--- src/rtl/axi_uart_regs.sv ---
// AXI4 slave register front-end for a UART: DATA/STATUS decode with TX and RX byte FIFOs.
// Optional sticky RX overrun flag in STATUS bit2, enabled by defining UART_OVERRUN_EN.
module axi_uart_regs #(
    parameter int TX_DEPTH = 16,
    parameter int RX_DEPTH = 16,
    parameter int ID_W     = 8
) (
    input  logic            clk,
    input  logic            rst_n,
    input  logic [ID_W-1:0] ar_id,
    input  logic [31:0]     ar_addr,
    input  logic [7:0]      ar_len,
    input  logic [2:0]      ar_size,
    input  logic [1:0]      ar_burst,
    input  logic            ar_valid,
    output logic            ar_ready,
    output logic [ID_W-1:0] r_id,
    output logic [31:0]     r_data,
    output logic [1:0]      r_resp,
    output logic            r_last,
    output logic            r_valid,
    input  logic            r_ready,
    input  logic [ID_W-1:0] aw_id,
    input  logic [31:0]     aw_addr,
    input  logic [7:0]      aw_len,
    input  logic [2:0]      aw_size,
    input  logic [1:0]      aw_burst,
    input  logic            aw_valid,
    output logic            aw_ready,
    input  logic [31:0]     w_data,
    input  logic [3:0]      w_strb,
    input  logic            w_last,
    input  logic            w_valid,
    output logic            w_ready,
    output logic [ID_W-1:0] b_id,
    output logic [1:0]      b_resp,
    output logic            b_valid,
    input  logic            b_ready,
    output logic [7:0]      tx_data,
    output logic            tx_valid,
    input  logic            tx_ready,
    input  logic [7:0]      rx_data,
    input  logic            rx_valid
);
    localparam int TX_AW = $clog2(TX_DEPTH);
    localparam int RX_AW = $clog2(RX_DEPTH);
    localparam logic [TX_AW:0] TX_FULL_CNT = TX_DEPTH[TX_AW:0];
    localparam logic [RX_AW:0] RX_FULL_CNT = RX_DEPTH[RX_AW:0];

    typedef enum logic [1:0] {R_IDLE, R_LOAD, R_DATA} r_state_e;
    typedef enum logic [1:0] {W_IDLE, W_DATA, W_RESP} w_state_e;

    logic [7:0]       tx_mem [TX_DEPTH];
    logic [7:0]       rx_mem [RX_DEPTH];
    logic [TX_AW-1:0] tx_wp_q, tx_wp_d, tx_rp_q, tx_rp_d;
    logic [RX_AW-1:0] rx_wp_q, rx_wp_d, rx_rp_q, rx_rp_d;
    logic [TX_AW:0]   tx_cnt_q, tx_cnt_d;
    logic [RX_AW:0]   rx_cnt_q, rx_cnt_d;
    logic             tx_push, tx_pop, tx_full, tx_empty;
    logic             rx_push, rx_pop, rx_full, rx_empty, rx_drop;

    r_state_e         r_state_q;
    w_state_e         w_state_q;
    logic             ar_ready_q, r_valid_q, r_last_q, r_stat_q, pop_pending_q;
    logic [31:0]      r_data_q;
    logic [ID_W-1:0]  r_id_q, b_id_q;
    logic [7:0]       r_len_q, r_cnt_q;
    logic             aw_ready_q, b_valid_q, w_stat_q;
    logic             overrun, stat_rd_hs;
    logic [31:0]      status_word;

    assign tx_full  = (tx_cnt_q == TX_FULL_CNT);
    assign tx_empty = (tx_cnt_q == '0);
    assign rx_full  = (rx_cnt_q == RX_FULL_CNT);
    assign rx_empty = (rx_cnt_q == '0);

    assign w_ready  = (w_state_q == W_DATA) && (w_stat_q || !tx_full);
    assign tx_push  = w_ready && w_valid && !w_stat_q && w_strb[0];
    assign tx_valid = !tx_empty;
    assign tx_data  = tx_mem[tx_rp_q];
    assign tx_pop   = tx_valid && tx_ready;

    // A full RX FIFO still accepts a byte when the read side frees a slot in the same cycle.
    assign rx_pop   = (r_state_q == R_DATA) && r_ready && pop_pending_q;
    assign rx_push  = rx_valid && (!rx_full || rx_pop);
    assign rx_drop  = rx_valid && rx_full && !rx_pop;

    assign stat_rd_hs  = (r_state_q == R_DATA) && r_ready && r_stat_q;
    assign status_word = {29'b0, overrun, !rx_empty, !tx_full};

    always_comb begin
        // NOTE: every always_comb output gets a default first, so no path can infer a latch.
        tx_wp_d  = tx_wp_q;
        tx_rp_d  = tx_rp_q;
        rx_wp_d  = rx_wp_q;
        rx_rp_d  = rx_rp_q;
        if (tx_push) tx_wp_d = tx_wp_q + 1'b1;
        if (tx_pop)  tx_rp_d = tx_rp_q + 1'b1;
        if (rx_push) rx_wp_d = rx_wp_q + 1'b1;
        if (rx_pop)  rx_rp_d = rx_rp_q + 1'b1;
        tx_cnt_d = tx_cnt_q + {{TX_AW{1'b0}}, tx_push} - {{TX_AW{1'b0}}, tx_pop};
        rx_cnt_d = rx_cnt_q + {{RX_AW{1'b0}}, rx_push} - {{RX_AW{1'b0}}, rx_pop};
    end

    always_ff @(posedge clk or negedge rst_n) begin
        if (!rst_n) begin
            tx_wp_q  <= '0;
            tx_rp_q  <= '0;
            tx_cnt_q <= '0;
            rx_wp_q  <= '0;
            rx_rp_q  <= '0;
            rx_cnt_q <= '0;
        end else begin
            tx_wp_q  <= tx_wp_d;
            tx_rp_q  <= tx_rp_d;
            tx_cnt_q <= tx_cnt_d;
            rx_wp_q  <= rx_wp_d;
            rx_rp_q  <= rx_rp_d;
            rx_cnt_q <= rx_cnt_d;
        end
    end

    // NOTE: FIFO storage is not reset; the counts and pointers alone define which entries are valid.
    always_ff @(posedge clk) begin
        if (tx_push) tx_mem[tx_wp_q] <= w_data[7:0];
        if (rx_push) rx_mem[rx_wp_q] <= rx_data;
    end

    always_ff @(posedge clk or negedge rst_n) begin
        if (!rst_n) begin
            r_state_q     <= R_IDLE;
            ar_ready_q    <= 1'b1;
            r_valid_q     <= 1'b0;
            r_last_q      <= 1'b0;
            r_data_q      <= '0;
            r_id_q        <= '0;
            r_len_q       <= '0;
            r_cnt_q       <= '0;
            r_stat_q      <= 1'b0;
            pop_pending_q <= 1'b0;
        end else begin
            case (r_state_q)
                R_IDLE: if (ar_valid) begin
                    ar_ready_q <= 1'b0;
                    r_id_q     <= ar_id;
                    r_len_q    <= ar_len;
                    r_stat_q   <= ar_addr[2];
                    r_cnt_q    <= '0;
                    r_state_q  <= R_LOAD;
                end
                R_LOAD: begin
                    r_data_q      <= r_stat_q ? status_word : (rx_empty ? 32'h0 : {24'h0, rx_mem[rx_rp_q]});
                    pop_pending_q <= !r_stat_q && !rx_empty;
                    r_last_q      <= (r_cnt_q == r_len_q);
                    r_valid_q     <= 1'b1;
                    r_state_q     <= R_DATA;
                end
                R_DATA: if (r_ready) begin
                    r_valid_q     <= 1'b0;
                    pop_pending_q <= 1'b0;
                    r_cnt_q       <= r_cnt_q + 8'd1;
                    if (r_last_q) begin
                        r_last_q   <= 1'b0;
                        ar_ready_q <= 1'b1;
                        r_state_q  <= R_IDLE;
                    end else begin
                        r_state_q  <= R_LOAD;
                    end
                end
                default: r_state_q <= R_IDLE;
            endcase
        end
    end

    always_ff @(posedge clk or negedge rst_n) begin
        if (!rst_n) begin
            w_state_q  <= W_IDLE;
            aw_ready_q <= 1'b1;
            b_valid_q  <= 1'b0;
            b_id_q     <= '0;
            w_stat_q   <= 1'b0;
        end else begin
            case (w_state_q)
                W_IDLE: if (aw_valid) begin
                    aw_ready_q <= 1'b0;
                    b_id_q     <= aw_id;
                    w_stat_q   <= aw_addr[2];
                    w_state_q  <= W_DATA;
                end
                W_DATA: if (w_valid && w_ready && w_last) begin
                    b_valid_q <= 1'b1;
                    w_state_q <= W_RESP;
                end
                W_RESP: if (b_ready) begin
                    b_valid_q  <= 1'b0;
                    aw_ready_q <= 1'b1;
                    w_state_q  <= W_IDLE;
                end
                default: w_state_q <= W_IDLE;
            endcase
        end
    end

`ifdef UART_OVERRUN_EN
    logic overrun_q, overrun_d;

    // Set wins over clear so a drop coincident with a STATUS read is never lost.
    always_comb begin
        overrun_d = overrun_q;
        if (stat_rd_hs) overrun_d = 1'b0;
        if (rx_drop)    overrun_d = 1'b1;
    end

    always_ff @(posedge clk or negedge rst_n) begin
        if (!rst_n) overrun_q <= 1'b0;
        else        overrun_q <= overrun_d;
    end

    assign overrun = overrun_q;
`else
    logic unused_ovf;
    assign unused_ovf = rx_drop ^ stat_rd_hs;
    assign overrun    = 1'b0;
`endif

    assign ar_ready = ar_ready_q;
    assign r_valid  = r_valid_q;
    assign r_last   = r_last_q;
    assign r_data   = r_data_q;
    assign r_id     = r_id_q;
    assign r_resp   = 2'b00;
    assign aw_ready = aw_ready_q;
    assign b_valid  = b_valid_q;
    assign b_id     = b_id_q;
    assign b_resp   = 2'b00;

    logic unused_in;
    assign unused_in = ^{ar_addr[31:3], ar_addr[1:0], ar_size, ar_burst, aw_addr[31:3], aw_addr[1:0],
                         aw_len, aw_size, aw_burst, w_data[31:8], w_strb[3:1]};
endmodule

--- config.mk ---
export PLATFORM = sky130hd
export DESIGN_NAME = axi_uart_regs
export DESIGN_NICKNAME = d
export VERILOG_FILES = /design/src/rtl/axi_uart_regs.sv
export SDC_FILE = /design/constraint.sdc
export NUM_CORES = 1
export LEC_CHECK = 0
export ABC_AREA = 1
export CAP_MARGIN = 10
export CORE_ASPECT_RATIO = 0.9
export CORE_MARGIN = 5
export CORE_UTILIZATION = 54
export CTS_CLUSTER_DIAMETER = 30
export DETAILED_ROUTE_END_ITERATION = 8
export PLACE_DENSITY_LB_ADDON = 0.3
export SLEW_MARGIN = 20
export SYNTH_ARGS = -nofsm -noshare
export SYNTH_HDL_FRONTEND = slang
export SYNTH_SLANG_ARGS = --single-unit
--- constraint.sdc ---
create_clock -name clk -period 3.1 [get_ports clk]
set_input_delay 0.465 -clock clk [delete_from_list [all_inputs] [get_ports clk]]
set_output_delay 0.465 -clock clk [all_outputs]
set_load 0.1 [all_outputs]
Word level (Yosys, flattened, before mapping)
Memories as Yosys holds them, arrays and structs flattened.
Cells that the tools add are included.

cells by class
  equality and inequality tests = 13
  add/subtract/negate cells = 9
  mux-type cells = 31
  reduce and logical (&&, ||, !) cells = 35

operators with widths
  cell                 count
  $mux 8               4
  $add 4x1->4 const B  4
  $pmux 8 s2           1
  $mux 1               13
  $pmux 1 s2           6
  $pmux 2 s3           2
  $reduce_and 3->1     4
  $add 5x1->5          2
  $eq 5x5->1 const B   2
  $logic_and 1x1->1    10
  $logic_not 5->1      2
  $mux 2               5
  $ne 2x2->1 const B   5
  $sub 5x1->5          2
  $add 8x1->8 const B  1
  $eq 8x8->1           1
  $reduce_and 2->1     4
  $reduce_bool 2->1    4
  $logic_not 1->1      6
  $eq 2x1->1 const B   2
  $eq 2x2->1 const B   2
  $logic_not 2->1      2
  $reduce_and 4->1     1
  $logic_or 1x1->1     2
  $ne 2x1->1 const B   1

word-level totals
  input bits = 160
  memories = 2
  output and inout bits = 67
  flip-flop bits (word level) = 102
  RAM bits = 256
  logic and storage cells = 111

memories
  name    depth  width  read ports  clocked after memory_dff  write ports  line  source
  rx_mem  16     8      1           0                         1            54    logic [7:0] rx_mem [RX_DEPTH];
  tx_mem  16     8      1           0                         1            53    logic [7:0] tx_mem [TX_DEPTH];

Depth between registers and ports, before layout
  word-level depth = 9
  mapped depth = 15
  mapped depth without buffers = 15

Worst setup path before layout
Ideal clock, no wire load.

  path kind = flip-flop to flip-flop
  from = register tx_cnt_q[3]
  to = register tx_cnt_q[4]
  stages on the path, launching flop included = 16
  period minus slack after synthesis = 3146 ps
  data required time = 2972 ps
  data arrival time = 3018 ps
  path slack = -46 ps
  cells stage by stage = dfrtp_1 > inv_1 > ha_1 > nand2_1 > nor2_1 > nand2_1 > nand2_1 > inv_1 > ha_1 > inv_1 > ha_1 > inv_1 > fa_1 > o21ai_0 > a21oi_1 > xor2_1

on the way
  elaborated cells on any way between the ends = 12

RTL lines
  element                   line  source
  start: declaration        57    logic [TX_AW:0] tx_cnt_q, tx_cnt_d;
  start signal: assignment  116   tx_cnt_q <= tx_cnt_d;
  $logic_not 5->1           73    assign tx_empty = (tx_cnt_q == '0);
  $logic_not 1->1           79    assign tx_valid = !tx_empty;
  net tx_valid              40    output logic tx_valid,
  $logic_and 1x1->1         81    assign tx_pop = tx_valid && tx_ready;
  net tx_pop                59    logic tx_push, tx_pop, tx_full, tx_empty;
  $sub 5x1->5               101   tx_cnt_d = tx_cnt_q + {{TX_AW{1'b0}}, tx_push} - {{TX_AW{1'b0}}, tx_pop};
  net tx_cnt_d[4]           57

The timed path passes the listed nets, and every way through them passes these cells.
A chain may end at the register's enable or synchronous reset.

Worst setup path after layout
  from = register tx_rp_q[0]
  to = output port tx_data[3]

on the way
  longest elaborated chain between the ends = 1

RTL lines
  element                   line  source
  start: declaration        55    logic [TX_AW-1:0] tx_wp_q, tx_wp_d, tx_rp_q, tx_rp_d;
  start signal: assignment  115   tx_rp_q <= tx_rp_d;
  $mem_v2 16x8              n/a
  end: declaration          39    output logic [7:0] tx_data,

Every way passes these cells.

==> flow_summary.ini <==
[placement]
place_area_mm2 = 0.0156
port_buffers = 91
dpl.hpwl_um = 19100
dpl_worst_slack_ns = 0.238
finalWeightedCongestion = 0.830

[synthesis]
yosysTopAreaCellShare_pct = 53.9
avgSynthCellArea_um2 = 11.3
yosysWarnings = 0
ys_ff_latch = 334
seq_area_frac_synth_pct = 67.6
yosysUniqueCellTypes = 38
synth-edff-count = 256
synth_common_cells = edfxtp_1 (256), nor2_1 (206), nand2_1 (199)
syn_inst = 1264
syn_area_mm2 = 0.0143
synth_most_common_cell = edfxtp_1
ys.flop_type = edfxtp_1
yosysTopAreaCell = edfxtp_1
async_flop_share_pct = 23.4
synth_area_leaders = edfxtp_1 (54%), dfrtp_1 (13%), nor2_1 (5.4%)

[floorplanning]
fp.dieW_um = 181
die_area_mm2 = 0.0298
die_h_um = 164
rows = 56
start_util_pct = 54.7
core_mm2 = 0.0261
io_pins = 227

[sta]
relSlewSlack_pct = 49.7
setup_slack_ns = 0.186
rsz0062_at_grt = false
finalSetupViolations = 0
finalSetupTns_ns = 0
worst_slew_pin_slew_ns = 0.755
finClkSkew_ns = 0.0201
hold_viol_final = 35
holdWs_ns = -0.0485
min_period_ns = 2.91
fin_crit_sh_pct = 94.0
drv_slew = 0
fmax_mhz = 343

[worst_setup_path]
timing.rr.start = tx_cnt_q[3]
cpMostUsedCell = o211ai_1
cp_cell_sequence = buf_4, o21ai_0, o211ai_1, o211ai_1, nand2_1, buf_12
r2r.worst_path.cells = 15
regToRegSetupSlack_ns = 0.44
start_kind = flop
end_kind = output port
cp_slowest_cell = buf_4
max_stage_delay_ns = 0.51
required_ns = 2.63
path_depth = 6
cp.arrival_ns = 2.45
crit_type = flop to output port
worstPathBufferInverterCount = 2
cp_max_fo = 66
critPathTopFamily = buffers and inverters
r2r_end = tx_cnt_q[4]

[final_layout]
areaGrowthSynthToFinish_pct = 24.9
final_nets = 1597
design_area_mm2 = 0.0178
num_antenna_cells = 0
drive_gt1_share_pct = 15.1

[hold_path]
hold_class = primary input to asynchronous set/reset pin

[cts]
clk_latency_ns = 0.55
post-cts-setup-buffer-count = 0
cts-buffers-inserted = 66
clock-sinks = 334
htreeDepth = 3
ctsLongestPathBuffers = 3
cts_hold_buffers = 0
clock-root-buffer = clkbuf_16
cts_tree = yes
cts.clk_slew.worst_paths_ns = 0.05

[global_route]
grtUsageTotal_pct = 21.6
grt_max_degree = 79
grt_pass1_vias = 9582
antenna_found_initial = 0
overflow = 0
grt_pass1_wl_um = 50800

[power]
power_leakage_nw = 7.07
cellPowerDensity_mw_per_mm2 = 1150
total_power_mw = 20.6
peakVddDrop_uv = 796

[drt]
vias_per_cell = 5.38
vias = 9755
drt_iter0_drc = 905
ant_nets = 0
totalWireLength_um = 32200
wl_per_cell_um = 17.7
drc = 0
firstDrtPassIters = 7

[run_status]
violations = negative hold slack
status = finished, violations left

[run]
drv_cap = 0
state kept, by name (all words and copies together), names as in the netlist, 2 cells and up:
register,flops
w_state_q,2
b_id,8
r_len_q,8
rx_wp_q,4
r_cnt_q,8
r_id,8
tx_wp_q,4
tx_cnt_q,5
r_data,8
rx_rp_q,4
rx_mem,128
r_state_q,2
tx_rp_q,4
rx_cnt_q,5
tx_mem,128
placed cells by master, fill, tap and decap left out, drive strengths merged, types with 23 or more instances in the layout:
cell type,Yosys,routed
clkbuf,19,80
conb,1,28
clkdlybuf4s50,0,51
inv,88,97
buf,63,84
o21ai,142,142
nand2,206,206
edfxtp,256,256
nand3,59,59
nor2,210,210
dfrtp,76,76
ha,23,23
o211ai,50,50
through the flow:
stage	cells	hold slack [ns]	utilization, %
2_1_floorplan	1291	0.169	-
3_3_place_gp	1692	0.455	59.7
3_5_place_dp	1692	0.460	59.7
4_1_cts	1812	0.130	68.3
5_1_grt	1812	0.0311	68.3
6_report	1812	-0.0485	68.3
power breakdown:
part,total (mW),internal [mW],switching [mW]
registers,5.98,5.51,0.474
logic,7.58,2.12,5.46
clock network,7.01,4.69,2.32
total,20.6,12.3,8.25
layout make-up:
type	count	area, um2
timing repair buffer	135	1270
clock inverter	40	445
tap	348	435
fill	1822	8250
inverter	92	349
clock buffer	80	1810
sequential	334	9650
multi-input combinational	783	3860
routing by layer:
layer | global-route usage [%] | wire [um] | vias to the layer above
li1 | - | - | 4589
met1 | 30.1 | 13600 | 4661
met2 | 34.7 | 15100 | 444
met3 | 4.50 | 2810 | 61
met4 | 6.65 | 670 | 0
met5 | 0 | 0 | -
worst max-delay path by stage:
| stage | from | endpoint | slack [ns] |
|---|---|---|---|
| after floorplan | tx_cnt_q[3] | tx_cnt_q[4] | 0.26 |
| after global placement | r_ready | rx_cnt_q[4] | 0.25 |
| after detailed placement | r_ready | rx_cnt_q[4] | 0.24 |
| after CTS | tx_rp_q[1] | tx_data[4] | 0.07 |
| after global routing | tx_rp_q[0] | tx_data[1] | 0.004 |
| final | tx_rp_q[0] | tx_data[3] | 0.19 |
what timing repair did:
item / 4_1_cts / 5_1_grt
endpoints found under the setup margin: 0 / 7
resized for setup: 0 / 3
endpoints found under the hold margin: 0 / 0
cells by family (layout without fill, tap and decap cells):
logic type	Yosys count	after routing	share of synthesized area [%]
buf+inv	174	347	6.08
compound gates	218	218	8.61
flops	334	334	67.6
simple gates	488	488	13.9
other cells	1	28	0.0263
xor+xnor	24	24	1.47
fa+ha+maj	25	25	2.30
Note: power is estimated with default switching activity, not from simulation.
